$ cat src/rtl/latch_load_seq_pkg.sv
// Shared definitions for latch-bank write sequencers: state encoding and sizing helpers.
// Latency: n/a (constants and elaboration-time functions only).
// Backpressure: n/a.
package latch_load_seq_pkg;

    // Sequencer phase encoding; kept as plain constants so other controllers can reuse it.
    localparam logic [1:0] ST_IDLE  = 2'd0;
    localparam logic [1:0] ST_SETUP = 2'd1;
    localparam logic [1:0] ST_PULSE = 2'd2;
    localparam logic [1:0] ST_HOLD  = 2'd3;

    function automatic int max3(input int a, input int b, input int c);
        int m;
        m = (a > b) ? a : b;
        return (m > c) ? m : c;
    endfunction

    // Timer must hold the largest reload value (cycles-1) plus headroom; never wraps.
    function automatic int timer_width(input int s, input int p, input int h);
        return $clog2(max3(s, p, h) + 1);
    endfunction

endpackage

$ cat src/rtl/latch_load_seq_phase_timer.sv
// Loadable down-counter with a zero flag, used to time each sequencer phase.
// Latency: load takes effect on the next edge; zero reflects the registered count.
// Backpressure: none; holds at zero until reloaded.
module phase_timer #(
    parameter int CW = 2
) (
    input  logic          clk,
    input  logic          rst,
    input  logic          load,
    input  logic [CW-1:0] load_val,
    output logic          zero
);

    logic [CW-1:0] cnt;

    // Reload on phase entry, otherwise count down and park at zero.
    always_ff @(posedge clk or posedge rst) begin
        if (rst) begin
            cnt <= '0;
        end else if (load) begin
            cnt <= load_val;
        end else if (cnt != '0) begin
            cnt <= cnt - CW'(1);
        end
    end

    assign zero = (cnt == '0);

endmodule

$ cat src/rtl/latch_load_seq.sv
// Write sequencer for a bank of level-sensitive latches: SETUP -> PULSE -> HOLD per write.
// Latency: En rises SETUP_CYC after accept, falls PULSE_CYC later; done SETUP+PULSE+HOLD after accept.
// Backpressure: in_ready only in IDLE; requests while busy are ignored and must be held upstream.
module latch_load_seq
    import latch_load_seq_pkg::*;
#(
    parameter int WIDTH     = 8,
    parameter int NBANK     = 4,
    parameter int SETUP_CYC = 1,
    parameter int PULSE_CYC = 2,
    parameter int HOLD_CYC  = 1
) (
    input  logic                     clk,
    input  logic                     rst,
    input  logic                     in_valid,
    output logic                     in_ready,
    input  logic [$clog2(NBANK)-1:0] in_addr,
    input  logic [WIDTH-1:0]         in_data,
    output logic [WIDTH-1:0]         D,
    output logic [NBANK-1:0]         En,
    output logic                     busy,
    output logic                     done,
    output logic                     err
);

    localparam int AW = $clog2(NBANK);
    localparam int CW = timer_width(SETUP_CYC, PULSE_CYC, HOLD_CYC);

    logic [1:0]       state;
    logic [1:0]       state_nxt;
    logic [AW-1:0]    addr_q;
    logic             accept;
    logic             tmr_load;
    logic [CW-1:0]    tmr_val;
    logic             tmr_zero;
    logic             addr_bad;
    logic [NBANK-1:0] en_dec;

    // Only in_ready is combinational; everything toward the latches is registered.
    assign in_ready = (state == ST_IDLE) && !rst;
    assign accept   = in_ready && in_valid;

    // Addresses past the last bank run the full sequence with no enable.
    assign addr_bad = ({1'b0, addr_q} >= (AW + 1)'(NBANK));
    assign en_dec   = addr_bad ? '0 : (NBANK'(1) << addr_q);

    phase_timer #(
        .CW (CW)
    ) u_timer (
        .clk      (clk),
        .rst      (rst),
        .load     (tmr_load),
        .load_val (tmr_val),
        .zero     (tmr_zero)
    );

    // Next-state and timer reload: each phase reloads the timer with its length minus one.
    always_comb begin
        state_nxt = state;
        tmr_load  = 1'b0;
        tmr_val   = '0;
        case (state)
            ST_IDLE: begin
                if (accept) begin
                    state_nxt = ST_SETUP;
                    tmr_load  = 1'b1;
                    tmr_val   = CW'(SETUP_CYC - 1);
                end
            end
            ST_SETUP: begin
                if (tmr_zero) begin
                    state_nxt = ST_PULSE;
                    tmr_load  = 1'b1;
                    tmr_val   = CW'(PULSE_CYC - 1);
                end
            end
            ST_PULSE: begin
                if (tmr_zero) begin
                    state_nxt = ST_HOLD;
                    tmr_load  = 1'b1;
                    tmr_val   = CW'(HOLD_CYC - 1);
                end
            end
            ST_HOLD: begin
                if (tmr_zero) begin
                    state_nxt = ST_IDLE;
                end
            end
            default: begin
                state_nxt = ST_IDLE;
            end
        endcase
    end

    // State, captured request and outputs; En is decoded from next-state so it is glitch-free.
    always_ff @(posedge clk or posedge rst) begin
        if (rst) begin
            state  <= ST_IDLE;
            addr_q <= '0;
            D      <= '0;
            En     <= '0;
            busy   <= 1'b0;
            done   <= 1'b0;
            err    <= 1'b0;
        end else begin
            state <= state_nxt;
            if (accept) begin
                D      <= in_data;
                addr_q <= in_addr;
            end
            En   <= (state_nxt == ST_PULSE) ? en_dec : '0;
            busy <= (state_nxt != ST_IDLE);
            done <= (state == ST_HOLD) && tmr_zero;
            err  <= (state == ST_HOLD) && tmr_zero && addr_bad;
        end
    end

endmodule

$ cat config.mk
export PLATFORM = sky130hd
export DESIGN_NAME = latch_load_seq
export DESIGN_NICKNAME = d
export VERILOG_FILES = /design/src/rtl/latch_load_seq_pkg.sv /design/src/rtl/latch_load_seq_phase_timer.sv /design/src/rtl/latch_load_seq.sv
export SDC_FILE = /design/constraint.sdc
export NUM_CORES = 1
export LEC_CHECK = 0
export ABC_AREA = 1
export CAP_MARGIN = 10
export CORE_UTILIZATION = 25
export DETAILED_ROUTE_END_ITERATION = 12
export GPL_ROUTABILITY_DRIVEN = 0
export HOLD_SLACK_MARGIN = 0.03
export MAX_ROUTING_LAYER = met4
export PLACE_DENSITY = 0.54
export SYNTH_ARGS = -nofsm -noshare
export SYNTH_HDL_FRONTEND = slang
export SYNTH_SLANG_ARGS = --single-unit
$ cat constraint.sdc
create_clock -name clk -period 2.1 [get_ports clk]
set_input_delay 0.315 -clock clk [delete_from_list [all_inputs] [get_ports clk]]
set_output_delay 0.315 -clock clk [all_outputs]
set_load 0.05 [all_outputs]
After elaboration in Yosys (flattened, before gate mapping)
Index checks and enable logic that the tools add are counted.

storage, ports and cells
  flip-flop bits (word level) = 20
  input port bits = 13
  output and inout port bits = 16
  logic and storage cells = 36

operators by class
  mux-type cells = 13
  reduce and logical (&&, ||, !) cells = 10
  add/subtract/negate cells = 1
  equality and inequality tests = 4
  shifts and indexed selects = 1

operator list
  kind                   number
  $mux W2                6
  $pmux W2 S4            1
  $eq A2 B2 Y1 const B   3
  $reduce_bool A2 Y1     3
  $logic_not A2 Y1       2
  $mux W1                4
  $mux W4                1
  $shl A1 B2 Y4 const A  1
  $logic_and A1 B1 Y1    3
  $eq A2 B1 Y1 const B   1
  $pmux W1 S2            1
  $reduce_or A2 Y1       1
  $sub A2 B1 Y2 const B  1
  $logic_not A1 Y1       1

Depth between registers and ports, before layout
Gate-level depths: netlist of the first run.

  word-level depth = 7
  depth in mapped cells = 10
  mapped depth without buffers = 9

Modules after synthesis
Synthesis of the first run repeated with hierarchy kept, for this count alone.

unflattened totals
  cell total of the unflattened synthesis = 99
  area, all modules = 974.7 µm²

by module, submodules not included
  module          area each (µm²)  seq. area each (µm²)  instances  cells each
  latch_load_seq  852.1            450.4                 1          82
  phase_timer     122.6            50.0                  1          17

Worst setup path after synthesis of the first run
OpenSTA, ideal clock, no wires.

  path type = register to output
  start = register state[1]
  end = output in_ready
  path slack = 0.333 ns
  required time = 1.785 ns
  buffers on the path = 0
  cell stages (with the launch flop) = 5
  data arrival time = 1.452 ns
  path through = dfrtp_1 inv_1 ha_1 inv_1 nor2_1

on the way
  word-level cells in the longest chain between the ends = 2

RTL lines
  item                      line                   source
  start: declaration        latch_load_seq.sv:29   logic [1:0] state;
  start signal: assignment  latch_load_seq.sv:106  state <= state_nxt;
  $logic_not A2 Y1          latch_load_seq.sv:40   assign in_ready = (state == ST_IDLE) && !rst;
  $logic_and A1 B1 Y1       latch_load_seq.sv:40
  end: declaration          latch_load_seq.sv:16   output logic in_ready,

No other way between the ends.

Worst setup path in the final report of the first run
Ends and elaborated chain as after synthesis.

==> flow_summary.json, run 1 <==
{
  "hold_buffers": 0,
  "final.period_utilization_pct": 86.72,
  "avgSynthCellArea_um2": 8.998,
  "cp_cell_sequence": "inv_1 -> ha_1 -> inv_1 -> nor2_1 -> buf_12",
  "worstSetupStartpoint": "state[1]",
  "slowest_stage": "dfrtp_1",
  "dp_hpwl_mm": 1.421,
  "clk_pin_slew_ns": 0.07,
  "post-place-cells": 189,
  "cts_made_buffers": 3,
  "ant_nets": 0,
  "wl_per_cell_um": 9.544,
  "cp.buffers_inverters": 3,
  "yosysTopAreaCellShare_pct": 48.37,
  "grt_pass1_wl_mm": 3.312,
  "htreeDepth": 1,
  "drt_iter0_drc": 6,
  "critPathTopFamily": "flip-flops",
  "crit_top_cell": "inv_1",
  "pre_cts_ws_ns": 0.4871,
  "area_growth_pct": 34.82,
  "setup_viol": 0,
  "routed_via_density": 3.922,
  "drv_cap": 0,
  "start_util_pct": 25.87,
  "start_kind": "flip-flop",
  "finalMaxSlewViolations": 0,
  "design.core.area_um2": 4000,
  "yosysSeqAreaShare_pct": 48.37,
  "grt_overflow": 0,
  "stdcell_count": 193,
  "cts_resized": 0,
  "cts_root_buf": "clkbuf_8",
  "cp.required_ns": 1.78,
  "layout_common_cells": "nand2_1 (46), clkdlybuf4s50_1 (26), dfrtp_1 (20), inv_1 (12), ha_1 (6)",
  "dieArea_um2": 4400,
  "fin_ws_ns": 0.2789,
  "powerDensity_nw_per_um2": 1665,
  "final_util_pct": 34.88,
  "fillers": 383,
  "first_pass_iters": 4,
  "total_power_mw": 2.322,
  "reg2reg_setup_slack_ns": 0.50,
  "layout_commonest_cell": "nand2_1",
  "status": "complete, no violations",
  "port_buffers": 27,
  "synth-warning-count": 0,
  "synth.largest_area_cell": "dfrtp_1",
  "cts.sinks": 20,
  "swShare_pct": 48.96,
  "ioPinCount": 29,
  "p_comb_share_pct": 59.3,
  "vias": 757,
  "p_clk_share_pct": 12.5,
  "cts.path.max_buffers": 2,
  "end_kind": "output port",
  "cpPeakStageDelay_ns": 0.48,
  "critPathMaxFanout": 6,
  "num_rows": 23,
  "crit_type": "flip-flop to output port",
  "timing.final.hold_violations": 0,
  "worst_skew_pair.late_latency_ns": 0.25,
  "setup-tns-final_ns": 0,
  "die-width_um": 66.34,
  "drc_errors": 0,
  "netlist_area_um2": 1035,
  "p_switching_mw": 1.137,
  "antenna_found_initial": 0,
  "grt_pass1_vias": 781,
  "synthTopCellsByArea": "dfrtp_1 (48%), nand2_1 (17%), ha_1 (7.3%)",
  "r2r-start": "state[1]",
  "finalClockSkew_ns": 0.003075,
  "ys_types": 23,
  "hp-class": "input pin to async pin",
  "post-cts-setup-buffers": 0,
  "grt.total_usage_pct": 10.07,
  "p_int_mw": 1.185,
  "fmax_mhz": 549.1,
  "rsz0062_at_grt": "no",
  "diodes": 0,
  "die_y_um": 66.34,
  "cts_tree": "built",
  "synth_cells": 115,
  "arrival_ns": 1.51,
  "layout-drive-gt1-share_pct": 15.38,
  "syn_nets": 134,
  "tightest_slew_ns": 0.5069,
  "routed_wl_mm": 1.842,
  "ys_ff_latch": 20,
  "peakVddDrop_v": 0.0007210,
  "leakagePower_nw": 0.6881,
  "relSlewSlack_pct": 66.10,
  "grt_max_degree": 21,
  "seq_power_share_pct": 28.2,
  "min_period_ns": 1.821,
  "final_nets": 163
}
-- power by group through the flow --
stage	registers (mW)	logic (mW)	clock network, mW
floorplan	1.02	0.682	0
global placement	0.655	1.37	0
detailed placement	0.658	1.39	0
CTS	0.658	1.39	0.298
global route	0.680	1.51	0.319
finish	0.655	1.38	0.289
-- layer usage --
| metal | global-route usage, % | vias up | wire length (um) |
|---|---|---|---|
| li1 | - | 397 | - |
| met1 | 11.57 | 342 | 809 |
| met2 | 17.86 | 16 | 961 |
| met3 | 1.552 | 2 | 64 |
| met4 | 3.191 | 0 | 8 |
| met5 | - | - | 0 |
-- Yosys cell counts (all sizes together) --
cell type,number
nand3,6
ha,6
nand3b,1
nand2,50
nand4,1
conb,1
a21oi,2
o21ai,3
buf,4
inv,15
nor2,6
dfrtp,20
-- per-stage QoR --
step / hold WS, ns / area, um^2
finish: 0.4676 / 1395
floorplan: 0.1830 / 1035
global placement: 0.4707 / 1340
global route: 0.4980 / 1395
CTS: 0.4801 / 1395
detailed placement: 0.4684 / 1340
-- logic make-up after synthesis --
group / after synthesis / synth area share (%)
AO/OA/AOI/OAI: 5 / 3.144
adder cells (fa/ha/maj): 6 / 7.255
buffers and inverters: 19 / 10.52
flip-flops: 20 / 48.37
other: 1 / 0.3624
AND/OR/NAND/NOR: 64 / 30.35
-- state kept, by name, summed over array words and instances (netlist names) --
register     cells
state            2
u_timer.cnt      2
En               4
addr_q           2
D                8
done             1
busy             1
-- cell type report --
class	count	area [um^2]	area share, %
Timing Repair Buffer	28	287.8	20.63
Multi-Input combinational cell	76	425.4	30.49
Sequential cell	20	500.5	35.87
Tap cell	50	62.56	4.484
Clock buffer	4	55.05	3.946
Inverter	15	63.81	4.574
-- path summary, 6_finish.rpt --
kind                                        to  depth (start not counted)
min in group clk                          D[2]                          2
max in group asynchronous                 D[0]                          3
worst max-delay path                  in_ready                          5
worst min-delay path                      done                          3
worst min register to register            D[2]                          2
worst max register to register  u_timer.cnt[0]                          9
-- worst register-to-register path, stage by stage (launching register included) --
cell     delay, ns
dfrtp_1       0.48
inv_1         0.14
ha_1          0.23
nand3_4       0.19
nand2_1       0.16
nand2_1       0.09
nand2_1       0.06
nand2_1       0.04
nand2_1       0.05
nand2_1       0.05
No activity file was read; power rests on OpenSTA's default activity.
==> run 2: changes to the inputs <==
--- a/config.mk
+++ b/config.mk
@@ -8,11 +8,13 @@
 export ABC_AREA = 1
 export CAP_MARGIN = 10
 export CORE_UTILIZATION = 25
+export CTS_BUF_LIST = sky130_fd_sc_hd__clkbuf_4
 export DETAILED_ROUTE_END_ITERATION = 12
 export GPL_ROUTABILITY_DRIVEN = 0
 export HOLD_SLACK_MARGIN = 0.03
 export MAX_ROUTING_LAYER = met4
-export PLACE_DENSITY = 0.54
+export PLACE_DENSITY = 0.55
 export SYNTH_ARGS = -nofsm -noshare
 export SYNTH_HDL_FRONTEND = slang
+export SYNTH_HIERARCHICAL = 1
 export SYNTH_SLANG_ARGS = --single-unit
==> constraint.sdc (replaced) <==
create_clock -name clk -period 2.1 [get_ports clk]
set_input_delay 0.315 -clock clk [delete_from_list [all_inputs] [get_ports clk]]
set_output_delay 0.315 -clock clk [all_outputs]
set_load 0.1 [all_outputs]
==> flow_summary.json, run 2 <==
{
  "top_register": "D",
  "yosysTopAreaCellShare_pct": 51.35,
  "final.period_utilization_pct": 86.95,
  "first_pass_iters": 4,
  "start_util_pct": 26.42,
  "hold_buffers": 0,
  "cpPeakStageDelay_ns": 0.45,
  "final_nets": 150,
  "crit_type": "flip-flop to output port",
  "worst_skew_pair.late_latency_ns": 0.30,
  "num_rows": 22,
  "antenna_found_initial": 0,
  "fmax_mhz": 547.7,
  "cp.required_ns": 1.78,
  "largest_reg_flops": 8,
  "setup_viol": 0,
  "min_period_ns": 1.826,
  "clk_pin_slew_ns": 0.12,
  "status": "complete, no violations",
  "layout_commonest_cell": "nand2_1",
  "grt.total_usage_pct": 9.696,
  "ys_top_cells_by_count": "nand2_1 (22), dfrtp_1 (20), inv_1 (16)",
  "cts_made_buffers": 3,
  "ys_ff_latch": 20,
  "top_usage_layer": "met2",
  "multiInputGateArea_um2": 394.1,
  "post-cts-setup-buffers": 0,
  "avgSynthCellArea_um2": 9.845,
  "wl_per_cell_um": 10.12,
  "hp-class": "input pin to async pin",
  "finalMaxSlewViolations": 0,
  "fillers": 375,
  "layout_common_cells": "nand2_1 (22), dfrtp_1 (20), inv_1 (16), buf_4 (15), clkdlybuf4s50_1 (12)",
  "drc_errors": 0,
  "crit_top_cell": "inv_1",
  "seq_area_um2": 500.5,
  "grt_overflow": 0,
  "layout-drive-gt1-share_pct": 26.15,
  "yosysMostFrequentCell": "nand2_1",
  "ioPinCount": 29,
  "slowest_stage": "dfrtp_1",
  "drv_cap": 0,
  "die_y_um": 64.44,
  "die-width_um": 64.44,
  "async_reset_ff_share_pct": 100.0,
  "grt_pass1_vias": 748,
  "timing.final.hold_violations": 0,
  "dieArea_um2": 4153,
  "design.core.area_um2": 3689,
  "ant_nets": 0,
  "cts.sinks": 20,
  "grt_max_degree": 19,
  "cts.path.max_buffers": 2,
  "routed_wl_mm": 1.801,
  "cts_resized": 0,
  "rsz0062_at_grt": "no",
  "ys_types": 16,
  "cts_tree": "built",
  "drt_iter0_drc": 32,
  "cp_cell_sequence": "inv_1 -> ha_1 -> inv_1 -> nor2_2 -> buf_12",
  "end_kind": "output port",
  "dp_hpwl_mm": 1.437,
  "area_growth_pct": 36.20,
  "yosysSeqAreaShare_pct": 51.35,
  "met1_usage_pct": 9.769,
  "finalClockSkew_ns": 0.01160,
  "cts_root_buf": "clkbuf_4",
  "setup-tns-final_ns": 0,
  "synth_cells": 99,
  "diodes": 0,
  "use_met3_pct": 2.289,
  "synth_edf_count": 0,
  "use_met2_pct": 17.76,
  "grt_pass1_wl_mm": 3.049,
  "largestRegisters": "D x8, En x4",
  "vias": 722,
  "arrival_ns": 1.51,
  "synthTopCellsByArea": "dfrtp_1 (51%), nand2_1 (8.5%), ha_1 (7.7%)",
  "synth.largest_area_cell": "dfrtp_1",
  "start_kind": "flip-flop",
  "final_area_um2": 1328,
  "port_buffers": 27,
  "synth-warning-count": 6,
  "netlist_area_um2": 974.7,
  "routed_via_density": 4.056,
  "synth_flop_cell": "dfrtp_1",
  "placed_cell_area_um2": 1275,
  "critPathMaxFanout": 4,
  "htreeDepth": 1
}
## run 2: cell types whose count changed in the layout (fill, tap and decap cells not counted), sizes merged, moves of 3 or more
cell / delta
nand3: +3
inv: +3
nand2: -28
nor2: +4
mux2: +8
o21ai: -3
buf: +14
clkdlybuf4s50: -14
## run 2: path summary, 6_finish.rpt
| kind | startpoint | endpoint | slack [ns] | depth (start not counted) |
|---|---|---|---|---|
| setup / recovery | state[0] | in_ready | 0.27 | 5 |
| hold / removal | rst | u_timer/cnt[0] | 0.25 | 2 |
| setup reg to reg | state[0] | u_timer/cnt[1] | 0.32 | 7 |
| hold reg to reg | D[5] | D[5] | 0.52 | 1 |
| max in group asynchronous | rst | D[2] | 1.46 | 3 |
| min in group clk | D[5] | D[5] | 0.52 | 1 |
## run 2: stage by stage
step,cells,utilization (%),setup slack (ns),hold WS [ns]
finish,178,35.99,0.2741,0.2504
global route,178,35.99,0.1606,0.2497
CTS,178,35.99,0.2476,0.2344
detailed placement,174,34.57,0.2600,0.4996
global placement,174,34.57,0.3450,0.4950
floorplan,100,-,0.2300,0.05618
## run 2: critical path, delay by kind of cell, from the launching register on
| kind | cells | cell delay, ns |
|---|---|---|
| flip-flops | 1 | 0.45 |
| buffers and inverters | 3 | 0.41 |
| adder cells (fa/ha/maj) | 1 | 0.23 |
| AND/OR/NAND/NOR | 1 | 0.13 |
## run 2: cells by family (layout without fill, tap and decap cells)
| group | count (synthesis) | in the layout | synth area share (%) |
|---|---|---|---|
| other | 1 | 2 | 0.3847 |
| buffers and inverters | 20 | 50 | 8.858 |
| AOI/OAI and AO/OA | 3 | 3 | 1.540 |
| muxes | 8 | 8 | 11.17 |
| and+or+nand+nor | 41 | 41 | 19.00 |
| adders and majority gates | 6 | 6 | 7.702 |
| DFF | 20 | 20 | 51.35 |
## run 2: cell type report
cell class	count	share of cell area, %
tap	48	4.524
inverter	18	5.090
clock inverter	1	2.262
timing repair buffer	28	19.04
sequential	20	37.70
clock buffer	3	1.697
multi-input combinational	60	29.69
## run 2: metal layers
layer  routed length, um  vias up
met3                  80        2
met1                 755      340
met5                   0        -
met4                  12        0
li1                    -      362
met2                 953       18
Power of run 2 is left out: the tool's default activity adds up to more than one toggle a clock period on the data nets, which glitch-free logic cannot reach.
